--- config.mk ---
export PLATFORM = sky130hd
export DESIGN_NAME = alu_mc_flat
export DESIGN_NICKNAME = d
export VERILOG_FILES = /design/src/rtl/alu_pkg.sv /design/src/rtl/alu_mc_if.sv /design/src/rtl/alu_mul_iter.sv /design/src/rtl/alu_mc.sv /design/src/flat_wrapper.sv
export SDC_FILE = /design/constraint.sdc
export NUM_CORES = 1
export LEC_CHECK = 0
export ABC_CLOCK_PERIOD_IN_PS = 4130
export BUFFER_PORTS_ARGS = -buffer_cell sky130_fd_sc_hd__buf_2
export CAP_MARGIN = 20
export CELL_PAD_IN_SITES_DETAIL_PLACEMENT = 1
export CELL_PAD_IN_SITES_GLOBAL_PLACEMENT = 2
export CORE_ASPECT_RATIO = 0.5
export CORE_MARGIN = 10
export CORE_UTILIZATION = 34
export CTS_CLUSTER_DIAMETER = 150
export DETAILED_ROUTE_END_ITERATION = 16
export HOLD_SLACK_MARGIN = 0.06
export PLACE_DENSITY_LB_ADDON = 0.3
export SETUP_SLACK_MARGIN = 0.5
export SYNTH_ARGS = -nofsm -noshare
export SYNTH_HDL_FRONTEND = slang
export SYNTH_SLANG_ARGS = --single-unit
--- constraint.sdc ---
create_clock -name clk -period 4.13 [get_ports clk]
set_input_delay 0.413 -clock clk [delete_from_list [all_inputs] [get_ports clk]]
set_output_delay 0.413 -clock clk [all_outputs]
set_load 0.005 [all_outputs]
--- src/rtl/alu_pkg.sv ---
// Shared opcode constants, FSM encoding and multiplier latency for the multi-cycle ALU.
package alu_pkg;

    localparam logic [3:0] OP_ADD  = 4'h1;
    localparam logic [3:0] OP_AND  = 4'h2;
    localparam logic [3:0] OP_OR   = 4'h3;
    localparam logic [3:0] OP_XOR  = 4'h4;
    localparam logic [3:0] OP_SHL  = 4'h5;
    localparam logic [3:0] OP_SHR  = 4'h6;
    localparam logic [3:0] OP_XNOR = 4'h7;
    localparam logic [3:0] OP_SUB  = 4'h8;
    localparam logic [3:0] OP_SRA  = 4'h9;
    localparam logic [3:0] OP_MUL  = 4'hA;
    localparam logic [3:0] OP_SLT  = 4'hB;

    typedef enum logic [1:0] {
        StIdle = 2'd0,
        StMul  = 2'd1,
        StHold = 2'd2
    } state_t;

    // One partial-product bit per cycle, so latency equals operand width.
    function automatic int unsigned mul_latency(input int unsigned width);
        return width;
    endfunction

endpackage

--- src/rtl/alu_mc_if.sv ---
// Operation/result handshake bundle between operand fetch, the ALU and writeback.
interface alu_mc_if #(
    parameter int unsigned WIDTH = 32
);
    logic             in_valid;
    logic             in_ready;
    logic [3:0]       op;
    logic [WIDTH-1:0] a;
    logic [WIDTH-1:0] b;
    logic             out_valid;
    logic             out_ready;
    logic [WIDTH-1:0] y;
    logic             zero;
    logic             carry;

    modport master (
        output in_valid, op, a, b, out_ready,
        input  in_ready, out_valid, y, zero, carry
    );

    modport slave (
        input  in_valid, op, a, b, out_ready,
        output in_ready, out_valid, y, zero, carry
    );
endinterface

--- src/rtl/alu_mul_iter.sv ---
// Iterative shift-add multiplier: low WIDTH bits of unsigned a*b, one multiplier bit per cycle.
module alu_mul_iter
    import alu_pkg::*;
#(
    parameter int unsigned WIDTH = 32
) (
    input  logic             clk,
    input  logic             rst,
    input  logic             start,
    input  logic [WIDTH-1:0] a,
    input  logic [WIDTH-1:0] b,
    output logic             busy,
    output logic             done,
    output logic [WIDTH-1:0] product
);
    localparam int unsigned CW = $clog2(WIDTH + 1);
    localparam logic [CW-1:0] LAST = CW'(mul_latency(WIDTH) - 1);

    logic [WIDTH-1:0] acc_q;
    logic [WIDTH-1:0] mcand_q;
    logic [WIDTH-1:0] mplier_q;
    logic [CW-1:0]    cnt_q;
    logic             busy_q;

    // product is the accumulator after the current step, so the final sum is
    // available on the same edge that completes the last iteration.
    assign product = acc_q + (mplier_q[0] ? mcand_q : '0);
    assign busy    = busy_q;
    assign done    = busy_q && (cnt_q == LAST);

    always_ff @(posedge clk) begin
        if (rst) begin
            acc_q    <= '0;
            mcand_q  <= '0;
            mplier_q <= '0;
            cnt_q    <= '0;
            busy_q   <= 1'b0;
        end else if (start) begin
            acc_q    <= '0;
            mcand_q  <= a;
            mplier_q <= b;
            cnt_q    <= '0;
            busy_q   <= 1'b1;
        end else if (busy_q) begin
            acc_q    <= product;
            mcand_q  <= mcand_q << 1;
            mplier_q <= mplier_q >> 1;
            cnt_q    <= cnt_q + 1'b1;
            if (done) begin
                busy_q <= 1'b0;
            end
        end
    end

endmodule

--- src/rtl/alu_mc.sv ---
// Registered ALU with valid/ready handshakes, zero/carry flags and an iterative multiply.
module alu_mc
    import alu_pkg::*;
#(
    parameter int unsigned WIDTH = 32
) (
    input  logic     clk,
    input  logic     rst,
    alu_mc_if.slave  bus
);
    localparam int unsigned SHW = $clog2(WIDTH);

    state_t           state;
    logic             out_valid_q;
    logic [WIDTH-1:0] y_q;
    logic             zero_q;
    logic             carry_q;

    logic             accept;
    logic             mul_start;
    logic             mul_busy;
    logic             mul_done;
    logic [WIDTH-1:0] mul_product;

    logic [SHW-1:0]   shamt;
    logic [WIDTH:0]   sum;
    logic [WIDTH:0]   diff;
    logic [WIDTH-1:0] res;
    logic             res_carry;

    // Only out_ready reaches in_ready combinationally; everything else is registered.
    assign bus.in_ready  = (state == StIdle) || ((state == StHold) && bus.out_ready);
    assign accept        = bus.in_valid && bus.in_ready;
    assign mul_start     = accept && (bus.op == OP_MUL);

    assign bus.out_valid = out_valid_q;
    assign bus.y         = y_q;
    assign bus.zero      = zero_q;
    assign bus.carry     = carry_q;

    alu_mul_iter #(
        .WIDTH (WIDTH)
    ) u_mul (
        .clk     (clk),
        .rst     (rst),
        .start   (mul_start),
        .a       (bus.a),
        .b       (bus.b),
        .busy    (mul_busy),
        .done    (mul_done),
        .product (mul_product)
    );

    always_comb begin
        shamt     = bus.b[SHW-1:0];
        sum       = {1'b0, bus.a} + {1'b0, bus.b};
        diff      = {1'b0, bus.a} - {1'b0, bus.b};
        res       = '0;
        res_carry = 1'b0;
        case (bus.op)
            OP_ADD: begin
                res       = sum[WIDTH-1:0];
                res_carry = sum[WIDTH];
            end
            OP_SUB: begin
                res       = diff[WIDTH-1:0];
                res_carry = diff[WIDTH];  // borrow out == unsigned a < b
            end
            OP_AND:  res = bus.a & bus.b;
            OP_OR:   res = bus.a | bus.b;
            OP_XOR:  res = bus.a ^ bus.b;
            OP_XNOR: res = ~(bus.a ^ bus.b);
            OP_SHL:  res = bus.a << shamt;
            OP_SHR:  res = bus.a >> shamt;
            OP_SRA:  res = $signed(bus.a) >>> shamt;
            OP_SLT:  res = {{(WIDTH - 1){1'b0}}, ($signed(bus.a) < $signed(bus.b))};
            default: res = '0;
        endcase
    end

    always_ff @(posedge clk) begin
        if (rst) begin
            state       <= StIdle;
            out_valid_q <= 1'b0;
            y_q         <= '0;
            zero_q      <= 1'b0;
            carry_q     <= 1'b0;
        end else if (accept) begin
            if (bus.op == OP_MUL) begin
                state       <= StMul;
                out_valid_q <= 1'b0;
            end else begin
                state       <= StHold;
                out_valid_q <= 1'b1;
                y_q         <= res;
                zero_q      <= (res == '0);
                carry_q     <= res_carry;
            end
        end else begin
            case (state)
                StMul: begin
                    if (mul_busy && mul_done) begin
                        state       <= StHold;
                        out_valid_q <= 1'b1;
                        y_q         <= mul_product;
                        zero_q      <= (mul_product == '0);
                        carry_q     <= 1'b0;
                    end
                end
                StHold: begin
                    if (bus.out_ready) begin
                        state       <= StIdle;
                        out_valid_q <= 1'b0;
                    end
                end
                default: ;
            endcase
        end
    end

endmodule

--- src/flat_wrapper.sv ---
// flat-port wrapper written by rule: the top's interface ports become plain ports
module alu_mc_flat import alu_pkg::*;
#(
    parameter int unsigned WIDTH = 32
)
  (clk, rst, bus_in_valid, bus_op, bus_a, bus_b, bus_out_ready, bus_in_ready, bus_out_valid, bus_y, bus_zero, bus_carry);
  alu_mc_if #(.WIDTH(WIDTH)) bus_i ();
  input  logic clk;
  input  logic rst;
  input wire logic [$bits(bus_i.in_valid)-1:0] bus_in_valid;
  input wire logic [$bits(bus_i.op)-1:0] bus_op;
  input wire logic [$bits(bus_i.a)-1:0] bus_a;
  input wire logic [$bits(bus_i.b)-1:0] bus_b;
  input wire logic [$bits(bus_i.out_ready)-1:0] bus_out_ready;
  output wire logic [$bits(bus_i.in_ready)-1:0] bus_in_ready;
  output wire logic [$bits(bus_i.out_valid)-1:0] bus_out_valid;
  output wire logic [$bits(bus_i.y)-1:0] bus_y;
  output wire logic [$bits(bus_i.zero)-1:0] bus_zero;
  output wire logic [$bits(bus_i.carry)-1:0] bus_carry;
  assign bus_i.in_valid = bus_in_valid;
  assign bus_i.op = bus_op;
  assign bus_i.a = bus_a;
  assign bus_i.b = bus_b;
  assign bus_i.out_ready = bus_out_ready;
  assign bus_in_ready = bus_i.in_ready;
  assign bus_out_valid = bus_i.out_valid;
  assign bus_y = bus_i.y;
  assign bus_zero = bus_i.zero;
  assign bus_carry = bus_i.carry;
  alu_mc #(.WIDTH(WIDTH)) u_core (.clk(clk), .rst(rst), .bus(bus_i));
endmodule
# [Word-level counts from Yosys, hierarchy flattened]
# Index checks and enable logic that the tools add are counted.
# W data, S select, Z words.
[word_totals] inputBits=72 word_cells=87 output_inout_bits=36 reg_bits=140
[op_classes] n_lt_le_gt_ge=1 n_bitwise=4 n_mux=32 n_eq_ne=17 addsub=4 n_shift=3 reduce_logical=16
[ops] cell="$pmux W32 S10" count=1
[ops] cell="$mux W32" count=9
[ops] cell="$logic_not A32 Y1" count=2
[ops] cell="$add A32 B32 Y33" count=1
[ops] cell="$sub A32 B32 Y33" count=1
[ops] cell="$add A32 B32 Y32" count=1
[ops] cell="$and A32 B32 Y32" count=1
[ops] cell="$lt A32 B32 Y1" count=1
[ops] cell="$not A32 Y32" count=1
[ops] cell="$or A32 B32 Y32" count=1
[ops] cell="$shl A32 B5 Y32" count=1
[ops] cell="$shr A32 B5 Y32" count=1
[ops] cell="$sshr A32 B5 Y32" count=1
[ops] cell="$xor A32 B32 Y32" count=1
[ops] cell="$eq A4 B3 Y1 const B" count=4
[ops] cell="$eq A4 B4 Y1 const B" count=4
[ops] cell="$mux W1" count=15
[ops] cell="$eq A4 B2 Y1 const B" count=2
[ops] cell="$mux W2" count=4
[ops] cell="$add A6 B1 Y6 const B" count=1
[ops] cell="$eq A6 B5 Y1 const B" count=1
[ops] cell="$reduce_and A3 Y1" count=2
[ops] cell="$reduce_bool A2 Y1" count=3
[ops] cell="$logic_and A1 B1 Y1" count=5
[ops] cell="12 further kinds" count=13

# [Logic depth before layout (Yosys ltp)]
# Gate-level depths: netlist of the first run.
[logic_depth] ltp_word=6 mapped_depth=18 mapped_depth_nobuf=16

# [Modules after synthesis]
# From an unflattened synthesis of the first run, not the netlist that was laid out.
[unflattened] hier_cells=2461 area_unflattened_um2=18087.3
[modules_own_cells] module="alu_mc" area_per_inst_um2=11761.3 instances=1 seq_area_each_um2=720.7 cells_each=1676
[modules_own_cells] module="alu_mul_iter" area_per_inst_um2=6326.1 instances=1 seq_area_each_um2=2062.0 cells_each=785

# [Worst setup path before layout of the first run]
# Ideal clock, no wire load.
[synth_timing] path_kind="input-to-reg" start="input port bus_b[1]" end="register u_core.y_q[31], in the netlist u_core.bus.y[31]" required_ns=4.002 arrival_ns=4.333 slack_ns=-0.331 path_buffers=4 setup_ns=0.128 cell_stages=17 path_cell_list="buf_1 > inv_2 > buf_2 > buf_2 > clkbuf_1 > ha_1 > a211oi_1 > o21a_1 > nand3b_1 > a41oi_1 > o41ai_1 > o31ai_1 > a21oi_1 > o31ai_1 > a221oi_1 > o221a_1 > nor2_1"
[synth_between] elab_chain_len=4 elab_cells_between_ends=8 classes_between="add/sub: 2; shift: 3; mux: 3"
[synth_lines] element="start, declared" line="flat_wrapper.sv:13" text="input wire logic [$bits(bus_i.b)-1:0] bus_b;"
[synth_lines] element="$sub A32 B32 Y33, or another cell as far along" line="alu_mc.sv:57" text="diff = {1'b0, bus.a} - {1'b0, bus.b};"
[synth_lines] element="$pmux W32 S10 *" line="alu_mc.sv:60" text="case (bus.op)"
[synth_lines] element="$mux W32 *" line="alu_mc.sv:89" text="if (bus.op == OP_MUL) begin"
[synth_lines] element="$mux W32 *" line="alu_mc.sv:88" text="end else if (accept) begin"
[synth_lines] element="end signal, assigned" line="alu_mc.sv:95" text="y_q <= res;"
[synth_lines] element="end signal, assigned" line="alu_mc.sv:105" text="y_q <= mul_product;"
[synth_lines] element="end, declared" line="alu_mc.sv:15" text="logic [WIDTH-1:0] y_q;"
# Mark *: on every way between the ends. The rest lies on a longest branch, timed or not. The select of a mux whose other input is x is not followed.
# A chain may end at the register's enable or synchronous reset.

# [Final worst setup path of the first run]
[layout_timing] start="input port bus_op[0]" end="register u_core.zero_q, in the netlist u_core.bus.zero"
[layout_between] elab_chain_len=5 elab_cells_between_ends=17 classes_between="eq/ne: 12; mux: 3; reduce/logical: 2"
[layout_lines] element="start, declared" line="flat_wrapper.sv:11" text="input wire logic [$bits(bus_i.op)-1:0] bus_op;"
[layout_lines] element="$eq A4 B4 Y1, or another cell as far along" line="alu_mc.sv:60"
[layout_lines] element="$pmux W32 S10" line="alu_mc.sv:60"
[layout_lines] element="$logic_not A32 Y1" line="alu_mc.sv:96" text="zero_q <= (res == '0);"
[layout_lines] element="$mux W1" line="alu_mc.sv:89"
[layout_lines] element="$mux W1" line="alu_mc.sv:88"
[layout_lines] element="end signal, assigned" line="alu_mc.sv:96"
[layout_lines] element="end signal, assigned" line="alu_mc.sv:106" text="zero_q <= (mul_product == '0);"
[layout_lines] element="end, declared" line="alu_mc.sv:16" text="logic zero_q;"
# Several ways; a longest one is shown, not always the timed one. The select of a mux whose other input is x is not followed.

==> metrics.cfg, run 1 <==
[run_status]
outcome = completed

[die]
die_area_um2 = 63600
initial_utilization_pct = 34.7
rows = 59
core-area_um2 = 52400
die_x_um = 347
pin_count = 108
fp.dieH_um = 183

[yosys]
syn_area_um2 = 18200
async_reset_ff_share_pct = 0
yosysWarnings = 0
netlist_instances = 2450
synth.avg_cell_area_um2 = 7.41
synth_edf_count = 0
yosys.cell_types.count = 94
synth_ff_type = dfxtp_1
yosysSeqAreaShare_pct = 15.3
syn-num-nets = 2660
synth_seq_cells = 139

[worst_setup_path]
crit_path_end_kind = flip-flop
critPathArrivalTime_ns = 4.34
reg2reg_slack_ns = 0.17
crit_path_start_kind = input port
criticalPathCategory = in -> reg
cp_max_fo = 13
cp_data_required_time_ns = 4.50

[power]
power_density_nw_per_um2 = 240
seq_power_share_pct = 24.5
power_frac_comb_pct = 47.1
power.share.clock_pct = 28.4
internal-power_mw = 3.36
peakVddDrop_v = 0.000244
p_leak_nw = 10.4
power.switching_mw = 2.48
power_mw = 5.84
swShare_pct = 42.5

[sta]
grt_setup_unrepaired = true
finalWorstSetupSlack_ns = 0.154
fin_crit_sh_pct = 96.3
finalHoldViolCount = 0
fin_hold_ws_ns = 0.264
finalSetupViolations = 0
maxSlewHeadroom_pct = 23.5
worst_pin_slew_ns = 1.14
fmax_mhz = 251
finalMaxSlewViolations = 0
finalWorstPathRequiredPeriod_ns = 3.98
fin_skew_ns = 0.0296

[route]
viasPerCell = 6.27
wl_um = 112000
first_pass_iters = 5
ant_nets = 0
vias = 22707
first_iter_violations = 2728
drc = 0
wire_per_inst_um = 31.0

[grt]
grt_usage_pct = 33.5
grt_pass1_vias = 22304
gr-total-overflow = 0
grt_pass1_wl_um = 160000
grt_antenna_before_repair = 7
grt_max_degree = 76

[cells_and_area]
nets = 3119
drive_gt1_share_pct = 30.3
fin_cells = 3623
final_cell_area_um2 = 24300
area_growth_pct = 34.0
diodes = 0
fillers = 6460

[clocking]
cts_buffers = 17
cts_tree = yes
ctsHtreeMaxLevel = 4
clockBufferDepth = 2
clock_latency_ns = 0.47
root_buffer = clkbuf_16
ctsHoldBuffers = 0
cts_sinks = 139
path_clk_slew_ns = 0.07

[place]
dp_worst_setup_slack_ns = -0.369
dp.cells = 3578
dp_hpwl_um = 91300
dpl_cell_area_um2 = 23100
portBuffers = 107
globalplace.congestion = 1.03

[hold_path]
min_path_type = in -> reg

[flow_run]
cap_viol_max_count = 0

==> final timing paths <==
| path | start | cells after the start | to |
|---|---|---|---|
| min reg2reg | u_core.u_mul.acc_q[20]$_SDFFE_PP0P_ | 2 | u_core.u_mul.acc_q[20]$_SDFFE_PP0P_ |
| max | bus_op[0] | 15 | u_core.bus.zero$_SDFFE_PP0P_ |
| max reg2reg | u_core.bus.out_valid$_SDFFE_PP0P_ | 15 | u_core.bus.zero$_SDFFE_PP0P_ |
| min | bus_b[31] | 3 | u_core.u_mul.mplier_q[31]$_SDFFE_PP0P_ |
==> cell usage in the layout (no fill, tap or decap), types with 29 or more instances in the layout <==
cell type / count
buf_2: 95
nand2_1: 168
xnor2_1: 36
nor2_1: 329
o21ai_0: 86
mux2i_1: 148
dfxtp_1: 137
a211oi_1: 102
nand3_1: 31
nand4_1: 29
mux4_2: 37
nor3_1: 41
a22oi_1: 33
and2_1: 44
buf_4: 524
mux2_2: 40
ha_1: 124
o211ai_1: 31
inv_1: 107
a21oi_1: 163
==> worst max-delay path, cell delays in order <==
cell and delay [ns]:
buf_2 0.33, nand4bb_1 0.50, buf_4 0.21, nand2_1 0.21, buf_4 0.25, nand3_1 0.13, o41ai_1 0.19, or4_1 0.65
a221oi_1 0.26, buf_4 0.23, and4_1 0.21, nand4_1 0.12, nor4b_2 0.29, nand4_1 0.14, o31ai_2 0.18
==> power groups by stage <==
stage	Sequential [mW]	Combinational, mW	Clock (mW)
floorplan	1.45	1.23	0
global placement	1.46	2.54	0
detailed placement	1.46	2.55	0
CTS	1.43	2.58	1.69
global route	1.43	2.88	1.74
finish	1.43	2.75	1.66
==> repair_timing <==
item,4_1_cts,5_1_grt
buffers inserted,3,8
endpoints found under the setup margin,10,16
cloned,0,2
resized for setup,37,80
pin swaps,9,28
==> synth_stat cells, types with 9 or more instances <==
library cell | number | share of area [%]
nor2_1 | 332 | 6.9
a21oi_1 | 175 | 4.8
nand2_1 | 170 | 3.5
clkbuf_1 | 160 | 3.3
mux2i_1 | 149 | 8.2
dfxtp_1 | 139 | 15
ha_1 | 135 | 9.3
inv_1 | 110 | 2.3
a211oi_1 | 105 | 4.3
o21ai_0 | 90 | 2.5
and2_1 | 45 | 1.5
nor3_1 | 43 | 1.2
mux2_2 | 40 | 2.5
xnor2_1 | 38 | 1.8
mux4_2 | 37 | 4.6
a22oi_1 | 35 | 1.4
nand3_1 | 32 | 0.88
o211ai_1 | 31 | 1.3
a221oi_1 | 30 | 1.4
nand4_1 | 29 | 1.0
buf_2 | 28 | 0.77
o22ai_1 | 27 | 0.93
nand2b_1 | 26 | 0.90
a31oi_1 | 25 | 0.86
nor2b_1 | 25 | 0.86
buf_1 | 23 | 0.48
a21o_1 | 21 | 0.87
o31ai_1 | 20 | 0.83
o21a_1 | 18 | 0.74
a2111oi_0 | 15 | 0.72
a211o_1 | 15 | 0.72
nor4_1 | 15 | 0.52
o21ai_1 | 15 | 0.41
a22o_1 | 12 | 0.58
o21bai_1 | 12 | 0.50
or3_1 | 12 | 0.41
o221ai_1 | 11 | 0.53
xor2_1 | 11 | 0.53
a311oi_1 | 10 | 0.48
and3_1 | 9 | 0.31
or4_1 | 9 | 0.37
==> kinds of logic (layout without fill, tap and decap cells) <==
group,after synthesis,after routing,synth area share (%)
mux,232,232,15.6
simple gates,800,800,20.9
xor+xnor,49,49,2.36
fa+ha+maj,138,138,9.63
buf+inv,329,801,7.14
compound gates,763,763,29.0
flops,139,139,15.3
==> sequential cells by signal, indices dropped and copies added (netlist names) <==
| name | flops |
|---|---|
| u_core.bus.carry | 1 |
| u_core.bus.out_valid | 1 |
| u_core.bus.y | 32 |
| u_core.bus.zero | 1 |
| u_core.state | 1 |
| u_core.u_mul.acc_q | 32 |
| u_core.u_mul.busy | 1 |
| u_core.u_mul.cnt_q | 6 |
| u_core.u_mul.mcand_q | 32 |
| u_core.u_mul.mplier_q | 32 |
==> final cells by class <==
cell class | instances | area (µm²) | area share (%)
Multi-Input combinational cell | 1982 | 14600 | 60.1
Sequential cell | 139 | 2790 | 11.5
Clock inverter | 15 | 173 | 0.710
Clock buffer | 17 | 425 | 1.75
Inverter | 113 | 432 | 1.77
Timing Repair Buffer | 656 | 5000 | 20.6
Tap cell | 701 | 877 | 3.60
==> metrics by stage <==
step | util (%) | TNS, ns
6_report | 46.4 | 0
5_1_grt | 46.4 | 0
4_1_cts | 45.6 | 0
3_5_place_dp | 44.0 | -0.737
3_3_place_gp | 44.0 | -0.448
2_1_floorplan | - | 0
==> per-layer routing <==
| metal | GRT usage [%] | routed length (µm) | up-vias |
|---|---|---|---|
| met2 | 48.2 | 44600 | 1186 |
| met1 | 47.7 | 51600 | 11360 |
| met5 | 0 | 24 | - |
| li1 | - | - | 10003 |
| met3 | 10.8 | 13300 | 154 |
| met4 | 7.67 | 2770 | 4 |
No activity file was read; power rests on OpenSTA's default activity.
==> run 2, diff against run 1 <==
--- a/config.mk
+++ b/config.mk
@@ -5,6 +5,7 @@
 export SDC_FILE = /design/constraint.sdc
 export NUM_CORES = 1
 export LEC_CHECK = 0
+export ABC_AREA = 1
 export ABC_CLOCK_PERIOD_IN_PS = 4130
 export BUFFER_PORTS_ARGS = -buffer_cell sky130_fd_sc_hd__buf_2
 export CAP_MARGIN = 20
@@ -12,7 +13,7 @@
 export CELL_PAD_IN_SITES_GLOBAL_PLACEMENT = 2
 export CORE_ASPECT_RATIO = 0.5
 export CORE_MARGIN = 10
-export CORE_UTILIZATION = 34
+export CORE_UTILIZATION = 29
 export CTS_CLUSTER_DIAMETER = 150
 export DETAILED_ROUTE_END_ITERATION = 16
 export HOLD_SLACK_MARGIN = 0.06
==> metrics.cfg, run 2 <==
[run_status]
outcome = completed

[clocking]
root_buffer = clkbuf_16
clock_latency_ns = 0.46
cts_tree = yes
path_clk_slew_ns = 0.07
ctsHoldBuffers = 0
cts_sinks = 139
cts_buffers = 17
ctsHtreeMaxLevel = 4
clockBufferDepth = 2

[power]
p_leak_nw = 10.6
power_mw = 5.18
power_density_nw_per_um2 = 251
peakVddDrop_v = 0.000185

[worst_setup_path]
critPathArrivalTime_ns = 3.88
endpoint = u_core.bus.zero$_SDFFE_PP0P_
criticalPathCategory = in -> reg
r2r_cells = 22
crit_start = bus_a[0]
reg2reg_slack_ns = 0.82
r2r_start = u_core.u_mul.mplier_q[0]$_SDFFE_PP0P_
cp_max_fo = 5
crit_path_start_kind = input port
crit_path_end_kind = flip-flop
r2r_end = u_core.bus.zero$_SDFFE_PP0P_
cp_data_required_time_ns = 4.53

[grt]
grt_pass1_vias = 23053
grt_usage_pct = 27.9
grt_max_degree = 95
grt_pass1_wl_um = 156000
gr-total-overflow = 0
grt_antenna_before_repair = 2

[cells_and_area]
nets = 3638
final_cell_area_um2 = 20600
final_common_cell = nand2_1
fillers = 8455
mostFrequentLayoutCells = nand2_1 (1029), nand3_1 (503), inv_1 (380), nor2_1 (331), a21oi_1 (165)
drive_gt1_share_pct = 9.36
area_growth_pct = 12.7

[die]
die_area_um2 = 74200
initial_utilization_pct = 29.6
fp.dieH_um = 198
die_x_um = 375
rows = 64
pin_count = 108
core-area_um2 = 61800

[place]
globalplace.congestion = 1.01
dpl_cell_area_um2 = 20000
dp_hpwl_um = 89100
portBuffers = 107

[yosys]
synth_seq_cells = 139
syn-num-nets = 3556
synth_ff_type = dfxtp_1
yosys.cell_types.count = 57
yosysWarnings = 0
yosys-top-cells-area = nand2_1 (21%), dfxtp_1 (15%), nand3_1 (14%), ha_1 (9.2%), inv_1 (7.8%)
yosysMostFrequentCell = nand2_1
synth.avg_cell_area_um2 = 5.47
yosysSeqAreaShare_pct = 15.2
netlist_instances = 3346
syn_area_um2 = 18300
yosys.area.top_type = nand2_1
async_reset_ff_share_pct = 0
synth_edf_count = 0
ys_top_cells_by_count = nand2_1 (1030), nand3_1 (504), inv_1 (380), nor2_1 (334), a21oi_1 (165)
synth_top_cell_area_share_pct = 21.1

[route]
drc = 0
wire_per_inst_um = 25.2
ant_nets = 0
first_iter_violations = 2357
first_pass_iters = 5
vias = 23552
viasPerCell = 5.52
wl_um = 108000

[sta]
fin_setup_tns_ns = 0
maxSlewHeadroom_pct = 17.7
finalSetupViolations = 0
finalHoldViolCount = 0
fin_crit_sh_pct = 84.2
fin_skew_ns = 0.0144
fin_hold_ws_ns = 0.207
worst_pin_slew_ns = 1.22
fmax_mhz = 288
grt_setup_unrepaired = true
finalWorstPathRequiredPeriod_ns = 3.48
finalMaxSlewViolations = 0

[hold_path]
min_path_type = in -> reg

[flow_run]
cap_viol_max_count = 0

-- run 2: changes by cell type after synthesis, sizes merged, moves of 32 or more --
cell	previous run	this run
nand3	32	511
nand2	170	1051
o21ai	105	156
mux2i	149	1
mux2	46	0
inv	113	396
a22oi	35	3
buf	56	92
clkbuf	160	62
a211oi	105	6
and2	46	6
mux4	37	0
-- run 2: cells by family after synthesis --
family	share of synthesized area [%]
compound gates	15.4
fa+ha+maj	9.56
flops	15.2
simple gates	46.5
mux	0.0547
xor+xnor	1.01
buf+inv	12.3
-- run 2: routing by layer --
layer,GRT usage [%],vias up,part of all wire [%]
li1,-,11073,-
met1,40.7,11575,49
met2,41.3,807,40
met3,6.22,93,8.8
met4,5.45,4,1.8
met5,0,-,0.024
-- run 2: repair_timing --
item / in CTS / in global routing
setup endpoints to repair: 0 / 4
gates resized for setup: 0 / 3
setup buffers: 0 / 2
-- run 2: final cells by class --
class                   count  area [µm²]  share of cell area, %
diodes                      1        2.50                 0.0121
well taps                 825        1030                   5.01
multi-input cells        2654       13300                   64.6
flip-flops and latches    139        2790                   13.5
clock inverters            13         154                  0.746
clock buffers              19         443                   2.15
repair buffers            217        1390                   6.74
inverters                 399        1500                   7.28
-- run 2: worst min path at each step --
stage	startpoint	end	slack [ns]	cells past startpoint
3_5_place_dp	u_core.u_mul.mplier_q[31]$_SDFFE_PP0P_	u_core.u_mul.mplier_q[31]$_SDFFE_PP0P_	0.46	2
5_1_grt	rst	u_core.u_mul.mcand_q[21]$_SDFFE_PP0P_	0.22	2
3_3_place_gp	u_core.u_mul.mplier_q[31]$_SDFFE_PP0P_	u_core.u_mul.mplier_q[31]$_SDFFE_PP0P_	0.45	2
6_report	rst	u_core.u_mul.busy$_SDFF_PP0_	0.21	2
4_1_cts	rst	u_core.u_mul.busy$_SDFF_PP0_	0.19	2
2_1_floorplan	u_core.u_mul.mplier_q[31]$_SDFFE_PP0P_	u_core.u_mul.mplier_q[31]$_SDFFE_PP0P_	0.44	2
-- run 2: critical path, cell delays in order --
cell and delay, ns:
buf_2 0.21, ha_1 0.38, fa_1 0.49, nand3_1 0.10
nand3_1 0.24, nand3_1 0.15, nand3_1 0.22, nor2_1 0.16
nor2_1 0.05, nand2_1 0.08, nand3_1 0.10, a21oi_1 0.59
nand2_1 0.11, nor2_1 0.15, nand3_1 0.08, nor2_1 0.11
nand2_1 0.08, nand3_1 0.07, nand2_1 0.05, inv_1 0.04
-- run 2: per-stage QoR --
step	setup WS, ns	cells	util [%]
6_report	0.654	4267	33.4
5_1_grt	0.497	4266	33.3
4_1_cts	0.603	4264	33.3
3_5_place_dp	0.265	4232	32.3
3_3_place_gp	0.219	4232	32.3
2_1_floorplan	1.31	3346	-
-- run 2: power by group --
group          internal (mW)  switching, mW
logic                  0.572           1.51
registers               1.39         0.0385
clock network          0.922          0.758
total                   2.88           2.30
==> run 3, diff against run 2 <==
--- a/config.mk
+++ b/config.mk
@@ -6,14 +6,14 @@
 export NUM_CORES = 1
 export LEC_CHECK = 0
 export ABC_AREA = 1
-export ABC_CLOCK_PERIOD_IN_PS = 4130
+export ABC_CLOCK_PERIOD_IN_PS = 3400
 export BUFFER_PORTS_ARGS = -buffer_cell sky130_fd_sc_hd__buf_2
 export CAP_MARGIN = 20
 export CELL_PAD_IN_SITES_DETAIL_PLACEMENT = 1
 export CELL_PAD_IN_SITES_GLOBAL_PLACEMENT = 2
 export CORE_ASPECT_RATIO = 0.5
 export CORE_MARGIN = 10
-export CORE_UTILIZATION = 29
+export CORE_UTILIZATION = 33
 export CTS_CLUSTER_DIAMETER = 150
 export DETAILED_ROUTE_END_ITERATION = 16
 export HOLD_SLACK_MARGIN = 0.06
==> constraint.sdc (replaced) <==
create_clock -name clk -period 3.4 [get_ports clk]
set_input_delay 0.34 -clock clk [delete_from_list [all_inputs] [get_ports clk]]
set_output_delay 0.34 -clock clk [all_outputs]
set_load 0.005 [all_outputs]
==> metrics.cfg, run 3 (synthesis gave the netlist of run 2 again) <==
[sta]
finalHoldViolCount = 0
finalMaxSlewViolations = 0
finalWorstSetupSlack_ns = 0.490
maxSlewHeadroom_pct = 39.7
worst_pin_slew_ns = 0.902
grt_setup_unrepaired = true
fin_setup_tns_ns = 0
finalSetupViolations = 0
finalWorstPathRequiredPeriod_ns = 2.91
fmax_mhz = 344
fin_hold_ws_ns = 0.200
fin_crit_sh_pct = 85.6
fin_skew_ns = 0.0144

[clocking]
ctsHoldBuffers = 0
root_buffer = clkbuf_16
ctsHtreeMaxLevel = 4
clockBufferDepth = 2
cts_sinks = 139
cts_buffers = 17
path_clk_slew_ns = 0.07
clock_latency_ns = 0.44
cts_tree = yes

[worst_setup_path]
crit_path_start_kind = input port
cp_max_fo = 13
crit_path_end_kind = flip-flop
r2r_start = u_core.u_mul.mplier_q[0]$_SDFFE_PP0P_
r2r_cells = 21
critPathArrivalTime_ns = 3.30
r2r_end = u_core.bus.zero$_SDFFE_PP0P_
crit_start = bus_a[31]
reg2reg_slack_ns = 0.58
cp_data_required_time_ns = 3.79
criticalPathCategory = in -> reg
endpoint = u_core.bus.zero$_SDFFE_PP0P_

[cells_and_area]
nets = 3814
area_growth_pct = 24.1
fin_cells = 4363
mostFrequentLayoutCells = nand2_1 (1004), nand3_1 (493), inv_1 (372), nor2_1 (304), buf_4 (276)
drive_gt1_share_pct = 17.9
final_common_cell = nand2_1

[route]
ant_nets = 0
first_pass_iters = 5
vias = 24598
wire_per_inst_um = 24.9
first_iter_violations = 2379
drc = 0
wl_um = 108000
viasPerCell = 5.64

[grt]
met3_usage_pct = 6.21
busiest_layer = met2
grt_pass1_wl_um = 156000
grt_max_degree = 95
grt_pass1_vias = 23873
grt_usage_pct = 30.7
grt_util_met1_pct = 45.2
gr-total-overflow = 0
gr-usage-met2_pct = 45.3
grt_antenna_before_repair = 5

[place]
dp_worst_setup_slack_ns = -0.204
globalplace.congestion = 1.01
dp_hpwl_um = 89700
portBuffers = 107
dp.cells = 4314

[hold_path]
hold_start = bus_b[31]
min_path_type = in -> reg

[die]
die_x_um = 353
pin_count = 108
die_area_um2 = 65800
rows = 60
core-area_um2 = 54300
initial_utilization_pct = 33.7
fp.dieH_um = 187

[power]
power_density_nw_per_um2 = 287
p_leak_nw = 11.5
peakVddDrop_v = 0.000235

[run_status]
outcome = completed

[flow_run]
cap_viol_max_count = 0

## run 3: layout make-up
| cell class | count | area [µm²] |
|---|---|---|
| repair buffers | 393 | 2840 |
| flip-flops and latches | 139 | 2790 |
| diodes | 2 | 5.00 |
| multi-input cells | 2654 | 14000 |
| clock buffers | 18 | 439 |
| clock inverters | 14 | 155 |
| well taps | 744 | 931 |
| inverters | 399 | 1520 |
| fillers | 7597 | 31600 |
## run 3: worst min-delay path by stage
stage / slack, ns / cells after the start / to
floorplan: 0.44 / 2 / u_core.u_mul.mplier_q[31]$_SDFFE_PP0P_
global placement: 0.45 / 2 / u_core.u_mul.mplier_q[31]$_SDFFE_PP0P_
detailed placement: 0.46 / 2 / u_core.u_mul.mplier_q[31]$_SDFFE_PP0P_
CTS: 0.19 / 3 / u_core.u_mul.mplier_q[31]$_SDFFE_PP0P_
global route: 0.22 / 3 / u_core.u_mul.mplier_q[28]$_SDFFE_PP0P_
finish: 0.20 / 3 / u_core.u_mul.mplier_q[31]$_SDFFE_PP0P_
## run 3: metal layers
| layer | vias up | part of all wire [%] | routed length [µm] |
|---|---|---|---|
| met4 | 6 | 1.5 | 1580 |
| met5 | - | 0.20 | 216 |
| met2 | 928 | 42 | 45200 |
| met3 | 96 | 9.3 | 10100 |
| li1 | 11463 | - | - |
| met1 | 12105 | 47 | 51400 |
## run 3: through the flow
stage	instance area (µm²)	utilization [%]	total power [mW]
after floorplan	18300	-	3.14
after global placement	21200	39.1	4.41
after detailed placement	21200	39.1	4.44
after CTS	21900	40.4	6.35
after global routing	22700	41.8	6.81
final	22700	41.8	6.52
## run 3: critical path: stages
cell and delay, ns:
clkbuf_4 0.26, inv_1 0.19, ha_1 0.33, inv_1 0.24
o22ai_1 0.21, a211oi_1 0.29, o21ai_0 0.15, nor2_2 0.30
nand3_1 0.19, nor2_1 0.19, nand2_1 0.13, nor2_1 0.15
nand2_2 0.12, nand3_1 0.10, nand2_1 0.05, inv_1 0.04
## run 3: where the power goes
group	internal [mW]	switching (mW)	total, mW
logic	0.953	1.93	2.89
registers	1.68	0.0476	1.73
clock network	1.06	0.847	1.91
total	3.69	2.83	6.52
## run 3: repair_timing
item                       CTS  global route
cloned                       0             1
pin swaps                    1            20
setup endpoints to repair    7            21
resized for setup           31           166
buffers inserted             2            12
